==> src/rtl/wave_pwm_output_if.sv <==
// Sample handshake between the sine generator (master) and the PWM output stage (slave).
interface wave_pwm_output_if #(
    parameter int N_FRAC = 7
);
    logic signed [N_FRAC:0] data_i;
    logic                   data_valid_strobe_i;
    logic                   next_data_strobe_o;

    modport master (
        output data_i,
        output data_valid_strobe_i,
        input  next_data_strobe_o
    );

    modport slave (
        input  data_i,
        input  data_valid_strobe_i,
        output next_data_strobe_o
    );
endinterface

==> src/rtl/wave_pwm_output.sv <==
// PWM output stage: double-buffers signed samples, converts them to offset-binary duty,
// drives a 2^W-cycle PWM pin and requests the next sample once per period.
module wave_pwm_output #(
    parameter int N_FRAC = 7
) (
    input  logic             clk_i,
    input  logic             rst_i,
    input  logic             enable_i,
    wave_pwm_output_if.slave smp,
    output logic             pwm_o,
    output logic             underrun_o
);
    localparam int W = N_FRAC + 1;
    localparam logic [W-1:0] CNT_LAST = {W{1'b1}};
    localparam logic [W-1:0] MIDSCALE = {1'b1, {(W-1){1'b0}}};

    // Adding half-scale modulo 2^W is the same as flipping the sign bit.
    function automatic logic [W-1:0] to_offset_binary(input logic signed [W-1:0] s);
        return s ^ MIDSCALE;
    endfunction

    logic         en_q;
    logic [W-1:0] cnt_q, cnt_d;
    logic [W-1:0] shadow_q, shadow_d;
    logic         pending_q, pending_d;
    logic [W-1:0] duty_q, duty_d;
    logic         req_q, req_d;
    logic         underrun_q, underrun_d;

    logic [W-1:0] sample_duty;
    logic         strobe;
    logic         boundary;

    always_comb begin
        strobe      = smp.data_valid_strobe_i;
        sample_duty = to_offset_binary(smp.data_i);
        boundary    = en_q & (cnt_q == CNT_LAST);

        cnt_d      = en_q ? cnt_q + 1'b1 : '0;
        shadow_d   = strobe ? sample_duty : shadow_q;
        pending_d  = pending_q | strobe;
        duty_d     = duty_q;
        underrun_d = underrun_q;

        // A strobe landing on the boundary bypasses the shadow so it is not lost.
        if (boundary) begin
            pending_d = 1'b0;
            if (strobe) begin
                duty_d = sample_duty;
            end else if (pending_q) begin
                duty_d = shadow_q;
            end else begin
                underrun_d = 1'b1;
            end
        end

        req_d = enable_i & (~en_q | (cnt_q == CNT_LAST));
    end

    always_ff @(posedge clk_i) begin
        if (!rst_i) begin
            en_q       <= 1'b0;
            cnt_q      <= '0;
            shadow_q   <= MIDSCALE;
            pending_q  <= 1'b0;
            duty_q     <= MIDSCALE;
            req_q      <= 1'b0;
            underrun_q <= 1'b0;
        end else begin
            en_q       <= enable_i;
            cnt_q      <= cnt_d;
            shadow_q   <= shadow_d;
            pending_q  <= pending_d;
            duty_q     <= duty_d;
            req_q      <= req_d;
            underrun_q <= underrun_d;
        end
    end

    assign pwm_o                  = en_q & (cnt_q < duty_q);
    assign smp.next_data_strobe_o = req_q;
    assign underrun_o             = underrun_q;
endmodule

==> src/flat_wrapper.sv <==
// flat-port wrapper written by rule: the top's interface ports become plain ports
module wave_pwm_output_flat 
#(
    parameter int N_FRAC = 7
)
  (clk_i, rst_i, enable_i, pwm_o, underrun_o, smp_data_i, smp_data_valid_strobe_i, smp_next_data_strobe_o);
  wave_pwm_output_if #(.N_FRAC(N_FRAC)) smp_i ();
  input  logic clk_i;
  input  logic rst_i;
  input  logic enable_i;
  output logic pwm_o;
  output logic underrun_o;
  input wire logic [$bits(smp_i.data_i)-1:0] smp_data_i;
  input wire logic [$bits(smp_i.data_valid_strobe_i)-1:0] smp_data_valid_strobe_i;
  output wire logic [$bits(smp_i.next_data_strobe_o)-1:0] smp_next_data_strobe_o;
  assign smp_i.data_i = smp_data_i;
  assign smp_i.data_valid_strobe_i = smp_data_valid_strobe_i;
  assign smp_next_data_strobe_o = smp_i.next_data_strobe_o;
  wave_pwm_output #(.N_FRAC(N_FRAC)) u_core (.clk_i(clk_i), .rst_i(rst_i), .enable_i(enable_i), .smp(smp_i), .pwm_o(pwm_o), .underrun_o(underrun_o));
endmodule
==> config.mk <==
export PLATFORM = sky130hd
export DESIGN_NAME = wave_pwm_output_flat
export DESIGN_NICKNAME = d
export VERILOG_FILES = /design/src/rtl/wave_pwm_output_if.sv /design/src/rtl/wave_pwm_output.sv /design/src/flat_wrapper.sv
export SDC_FILE = /design/constraint.sdc
export NUM_CORES = 1
export LEC_CHECK = 0
export CORE_MARGIN = 8
export CORE_UTILIZATION = 35
export CTS_CLUSTER_DIAMETER = 120
export DETAILED_ROUTE_END_ITERATION = 10
export GPL_TIMING_DRIVEN = 0
export SETUP_SLACK_MARGIN = 0.5
export SYNTH_ARGS = -nofsm -noshare
export SYNTH_HDL_FRONTEND = slang
export SYNTH_SLANG_ARGS = --single-unit
==> constraint.sdc <==
create_clock -name clk_i -period 1.9 [get_ports clk_i]
set_clock_uncertainty 0.2 [all_clocks]
set_input_delay 0.57 -clock clk_i [delete_from_list [all_inputs] [get_ports clk_i]]
set_output_delay 0.57 -clock clk_i [all_outputs]
set_load 0.005 [all_outputs]
Word-level counts from Yosys, hierarchy flattened. Index checks and enable logic that the tools add are counted.

Memory bits (writable): 0. Memories: 0. Memory bits (read-only): 0. Word-level logic and storage cells: 27. Latch bits: 0. Output and inout bits: 3. Register bits: 28.

$lt $le $gt $ge: 1. Add/subtract/negate cells: 1. Muxes and demuxes: 2. Div/mod/pow operators: 0. Reduce and logical (&&, ||, !) cells: 5. Equality and inequality tests: 1. Shifts and indexed selects: 0. Multiply operators: 0. Bitwise logic cells: 10.

Operators with widths (number): $mux W8 (2); $add A8 B1 Y8 const B (1); $eq A8 B8 Y1 const B (1); $lt A8 B8 Y1 (1); $not A1 Y1 (5); $reduce_and A2 Y1 (2); $and A1 B1 Y1 (3); $reduce_and A3 Y1 (1); $or A1 B1 Y1 (2); $reduce_bool A2 Y1 (1); $reduce_or A2 Y1 (1).

Logic depth before layout (Yosys ltp). Gate-level depths: netlist of run 1.

Depth in word-level cells: 3. Gate-level depth with buffers: 5. Depth with buffers taken out: 5.

Worst setup path before layout of run 1. Ideal clock, no wire load.

Path type: register -> output. Start: register u_core.cnt_q[3]. End: output port pwm_o. Buffers on the path: 0. Path slack: -148 ps. Required time: 1130 ps. Cell stages (with the launch flop): 5. Arrival time: 1278 ps. Cell sequence: dfxtp_1 > ha_1 > a211oi_1 > o21ai_0 > a221oi_1.

Cells in the longest elaborated chain, start to end: 2.

Ends and longest elaborated chain: start: declaration (line wave_pwm_output.sv:23) `logic [W-1:0] cnt_q, cnt_d;`; start signal: assignment (line wave_pwm_output.sv:71) `cnt_q <= cnt_d;`; $lt A8 B8 Y1 (line wave_pwm_output.sv:80) `assign pwm_o = en_q & (cnt_q < duty_q);`; $and A1 B1 Y1 (line wave_pwm_output.sv:80); end: declaration (line flat_wrapper.sv:11) `output logic pwm_o;`.

Every way passes these cells.

Final worst setup path of run 1.
Start: register u_core.duty_q[4]. End: output port pwm_o.

Cells in the longest elaborated chain, start to end: 2.

Ends and longest elaborated chain: start: declaration (line wave_pwm_output.sv:26) `logic [W-1:0] duty_q, duty_d;`; start signal: assignment (line wave_pwm_output.sv:74) `duty_q <= duty_d;`; $lt A8 B8 Y1 (line wave_pwm_output.sv:80); $and A1 B1 Y1 (line wave_pwm_output.sv:80).

Every way passes these cells.

==> results of run 1 <==
## timing repair
item | CTS | global route
gates resized for setup | 52 | 11
pin swaps | 6 | 8
setup buffers | 9 | 4
setup endpoints to repair | 31 | 16
## layer usage
metal | global-route usage [%] | part of all wire (%) | up-vias | routed length [um]
met3 | 2.00 | 2.3 | 6 | 63
met4 | 7.12 | 3.3 | 0 | 90
li1 | - | - | 498 | -
met5 | 0 | 0 | - | 0
met1 | 10.4 | 45 | 475 | 1220
met2 | 15.9 | 49 | 14 | 1320
## path summary, 6_finish.rpt
check	from	to	slack, ns	cells past startpoint
worst min-delay path	u_core.cnt_q[0]	u_core.cnt_q[0]	0.30	1
worst min register to register	u_core.cnt_q[0]	u_core.cnt_q[0]	0.30	1
worst max register to register	u_core.cnt_q[1]	u_core.duty_q[0]	0.14	5
worst max-delay path	u_core.duty_q[4]	pwm_o	-0.52	5
## critical path: stages (launching register included)
cell and delay (ns):
dfxtp_2 0.36, inv_2 0.04, ha_4 0.22, o2111a_1 0.25, a221oi_2 0.28, buf_2 0.16
## flip-flops by register name, indices dropped and copies added (netlist names)
name and flops:
u_core.duty_q 8, u_core.en_q 1, u_core.smp.next_data_strobe_o 1, u_core.cnt_q 8, u_core.underrun_o 1, u_core.shadow_q 8
u_core.pending_q 1
## where the power goes
group | switching [mW] | internal [mW]
clock | 0.178 | 0.117
combinational | 0.0318 | 0.0518
sequential | 0.0108 | 0.596
## synth_stat cells, drive strengths merged
master and n:
or4 1, ha 8, nand4 2, mux2 7, mux2i 8, nand2 5
a31oi 1, and2 8, o31ai 1, o2111a 1, a21boi 2, nand3 3
and4 1, nand2b 1, clkbuf 2, a211oi 1, buf 1, o211ai 1
a21oi 3, a221oi 1, o21ai 4, nor4 1, nor3b 1, xnor2 1
nor2 4, o2111ai 1, xor2 2, a21o 1, nor2b 6, and3 2
or2 1, o21a 1, and2b 2, or3 2, inv 9, dfxtp 28
## cell families (layout without fill, tap and decap cells)
logic type	after synthesis	count (layout)	synth area share [%]
flops	28	28	43.9
compound gates	18	18	11.0
mux	15	15	12.4
buf+inv	12	43	3.82
simple gates	40	40	19.0
fa+ha+maj	8	8	7.84
xor+xnor	3	3	2.06
## cell type report
cell class                 count  area [um^2]
timing repair buffer          27          248
multi-input combinational     84          805
tap                           48         60.1
clock buffer                   4         36.3
inverter                       9         33.8
sequential                    28          591
buffer                         3         38.8
fill                         332         1770
## metrics by stage
stage	hold slack [ns]	cells	total power, mW	area (um^2)
6_report	0.295	203	0.986	1810
5_1_grt	0.324	203	1.03	1810
4_1_cts	0.294	199	0.992	1740
3_5_place_dp	0.255	186	0.699	1540
3_3_place_gp	0.248	186	0.697	1540
2_1_floorplan	0.237	124	0.659	1340
==> results.json, run 1 <==
{
  "grt_first_pass_wirelength_mm": 4.57,
  "synth_top_area_share_pct": 43.9,
  "setup_slack_ns": -0.516,
  "port_buffers": 14,
  "place.gp.congestion": 0.706,
  "syn_area_um2": 1280,
  "h-tree-depth": 1,
  "diodes": 0,
  "syn_to_final_growth_pct": 41.8,
  "syn_avg_cell_area_um2": 10.3,
  "clk-insertion-delay-late_ns": 0.33,
  "antenna_found_initial": 0,
  "yosysUniqueCellTypes": 38,
  "clock_path_buffers": 2,
  "pwr_density_cell_nw_per_um2": 544,
  "wl_mm": 2.70,
  "status": "finished with violations",
  "ys_seq_elements": 28,
  "drt_iter0_drc": 67,
  "dr.pass1.iters": 4,
  "setup_viol": 1,
  "cts_tree": "built",
  "numCtsBuffers": 3,
  "syn_nets": 144,
  "max-slew-margin-rel_pct": 69.1,
  "worstSetupPathType": "flip-flop to output pin",
  "syn_inst": 124,
  "die_h_um": 76.4,
  "finalHoldViolations": 0,
  "synth_area_leaders": "dfxtp_1, ha_1, mux2i_1",
  "clock_sinks": 28,
  "postCtsHoldBufs": 0,
  "dieArea_um2": 5840,
  "startpoint_type": "flip-flop",
  "maxSlewViolCount": 0,
  "synth_area_leader_cell": "dfxtp_1",
  "post-route-util_pct": 50.6,
  "num_vias": 993,
  "critical_path_arrival_ns": 1.65,
  "p_leak_nw": 0.750,
  "yosys_warnings": 0,
  "grtUsageTotal_pct": 9.51,
  "wl_per_cell_um": 13.3,
  "grt_start_max_net_pins": 16,
  "finalCritPeriodShare_pct": 127,
  "layout_commonest_cell": "dfxtp_1",
  "ir_worst_vdd_v": 0.000225,
  "drc": 0,
  "violations": "setup timing",
  "layout_common_cells": "dfxtp_1, clkdlybuf4s50_1, dfxtp_2",
  "grt_pass1_vias": 1013,
  "worst_slew_pin_slew_ns": 0.463,
  "avgViaCountPerCell": 4.89,
  "fmax_mhz": 414,
  "drive_gt1_share_pct": 47.1,
  "ant_nets": 0,
  "fin_setup_tns_ns": -0.516,
  "rows": 22,
  "maxCapViolCount": 0,
  "cp_max_fo": 2,
  "clk_pin_slew_ns": 0.15,
  "pre_cts_ws_ns": -0.628,
  "fin_crit_ns": 2.42,
  "globalRouteOverflowTotal": 0,
  "die_x_um": 76.4,
  "hpwl_mm": 1.83,
  "endpoint_kind": "output pin",
  "cp.required_ns": 1.13,
  "rsz0062_at_grt": "true",
  "nNetsFinal": 176,
  "holdCritPathClass": "flip-flop to flip-flop",
  "core_um2": 3580,
  "yosysSeqAreaShare_pct": 43.9,
  "io-pin-count": 15,
  "start_util_pct": 35.7,
  "cts-root-buf": "clkbuf_4"
}
(Power assumes the default switching activity.)
==> run 2: changes to the inputs <==
--- a/config.mk
+++ b/config.mk
@@ -5,11 +5,12 @@
 export SDC_FILE = /design/constraint.sdc
 export NUM_CORES = 1
 export LEC_CHECK = 0
-export CORE_MARGIN = 8
+export CORE_MARGIN = 4
 export CORE_UTILIZATION = 35
 export CTS_CLUSTER_DIAMETER = 120
 export DETAILED_ROUTE_END_ITERATION = 10
 export GPL_TIMING_DRIVEN = 0
+export MAX_ROUTING_LAYER = met4
 export SETUP_SLACK_MARGIN = 0.5
 export SYNTH_ARGS = -nofsm -noshare
 export SYNTH_HDL_FRONTEND = slang
==> results.json, run 2 (synthesis results as in run 1) <==
{
  "status": "finished with violations",
  "violations": "setup timing",
  "die_h_um": 68.4,
  "min_from": "u_core.underrun_o",
  "cts-root-buf": "clkbuf_8",
  "setup_viol": 1,
  "dr.pass1.iters": 3,
  "nNetsFinal": 174,
  "antenna_found_initial": 0,
  "worstSetupPathType": "flip-flop to output pin",
  "p_leak_nw": 0.747,
  "grtUsageTotal_pct": 13.8,
  "holdCritPathClass": "flip-flop to flip-flop",
  "rsz0062_at_grt": "true",
  "p_seq_share_pct": 60.1,
  "max-slew-margin-rel_pct": 69.8,
  "sw_frac_of_total_pct": 21.5,
  "pwr-share-comb_pct": 8.3,
  "fmax_mhz": 419,
  "p_clk_share_pct": 31.6,
  "grt_pass1_vias": 998,
  "clock_sinks": 28,
  "finalCritPeriodShare_pct": 126,
  "io-pin-count": 15,
  "avgViaCountPerCell": 4.87,
  "p_sw_uw": 217,
  "hpwl_mm": 1.71,
  "cts_tree": "built",
  "cp.required_ns": 1.13,
  "clk-insertion-delay-late_ns": 0.26,
  "pwr_density_cell_nw_per_um2": 560,
  "cp_max_fo": 2,
  "place_area_um2": 1540,
  "drive_gt1_share_pct": 46.4,
  "place.gp.congestion": 0.768,
  "clk_pin_slew_ns": 0.09,
  "drt_iter0_drc": 34,
  "syn_to_final_growth_pct": 40.7,
  "ir_worst_vdd_v": 0.000271,
  "globalRouteOverflowTotal": 0,
  "endpoint_kind": "output pin",
  "finalHoldViolations": 0,
  "grt_first_pass_wirelength_mm": 4.66,
  "core_um2": 3440,
  "fin_crit_ns": 2.39,
  "postCtsHoldBufs": 0,
  "wl_mm": 2.84,
  "diodes": 0,
  "critical_path_arrival_ns": 1.62,
  "worst_slew_pin_slew_ns": 0.453,
  "rows": 21,
  "start_util_pct": 37.1,
  "startpoint_type": "flip-flop",
  "design_area_um2": 1800,
  "dieArea_um2": 4680,
  "grt_start_max_net_pins": 16,
  "setup_slack_ns": -0.488,
  "ant_nets": 0,
  "h-tree-depth": 1,
  "maxCapViolCount": 0,
  "layout_commonest_cell": "dfxtp_1",
  "drc": 0,
  "worstHoldPathCells": 1,
  "fin_setup_tns_ns": -0.488,
  "port_buffers": 14,
  "layout_common_cells": "dfxtp_1, mux2i_1, clkdlybuf4s50_1, dfxtp_2",
  "die_x_um": 68.4,
  "clock_path_buffers": 2,
  "numCtsBuffers": 3,
  "num_vias": 969,
  "ff2ff_path_depth": 6,
  "crit_start": "u_core.duty_q[3]",
  "maxSlewViolCount": 0,
  "regToRegStartpoint": "u_core.cnt_q[1]",
  "internal-power_uw": 790,
  "wl_per_cell_um": 14.3,
  "top_regs": "u_core.cnt_q: 8 flops, u_core.duty_q: 8 flops, u_core.shadow_q: 8 flops"
}
==> run 2: path summary, 6_finish.rpt <==
path                                     endpoint  slack, ns
worst max-delay path                        pwm_o      -0.49
worst min register to register  u_core.underrun_o       0.28
worst min-delay path            u_core.underrun_o       0.28
worst max register to register   u_core.duty_q[2]       0.03
==> run 2: critical path: stages (launching register included) <==
cell and delay, ns:
dfxtp_2 0.35, inv_2 0.05, ha_4 0.21, a211oi_2 0.17
o21ai_1 0.11, a221oi_2 0.29, buf_2 0.16
==> run 2: cell type report <==
| class | count | area, um^2 |
|---|---|---|
| Fill cell | 312 | 1640 |
| Multi-Input combinational cell | 84 | 798 |
| Sequential cell | 28 | 589 |
| Timing Repair Buffer | 25 | 229 |
| Tap cell | 46 | 57.6 |
| Buffer | 3 | 45.0 |
| Clock buffer | 3 | 41.3 |
| Inverter | 9 | 33.8 |
| Clock inverter | 1 | 3.75 |
==> run 2: metrics by stage <==
stage	setup slack, ns	std cells	utilization, %	power, mW	hold slack [ns]
floorplan	0.0206	124	-	0.659	0.237
global placement	-0.595	184	44.7	0.697	0.249
detailed placement	-0.616	184	44.7	0.699	0.255
CTS	-0.476	194	49.6	1.02	0.264
global route	-0.527	199	52.2	1.05	0.300
finish	-0.488	199	52.2	1.01	0.275
==> run 2: routing by layer <==
metal	up-vias	routed length, um	track usage, %
li1	493	-	-
met1	458	1320	17.5
met2	14	1390	22.2
met3	4	80	1.97
met4	0	44	5.21
met5	-	0	-
==> run 2: timing repair <==
item	CTS	global route
setup endpoints to repair	31	22
gates cloned	1	0
endpoints found under the hold margin	0	0
setup buffers	5	5
pin swaps	6	6
gates resized for setup	51	16
==> run 2: power groups by stage <==
stage	clock, mW	combinational (mW)	sequential (mW)
after floorplan	0	0.0394	0.620
after global placement	0	0.0750	0.622
after detailed placement	0	0.0769	0.622
after CTS	0.330	0.0810	0.604
after global routing	0.354	0.0921	0.607
final	0.318	0.0836	0.605
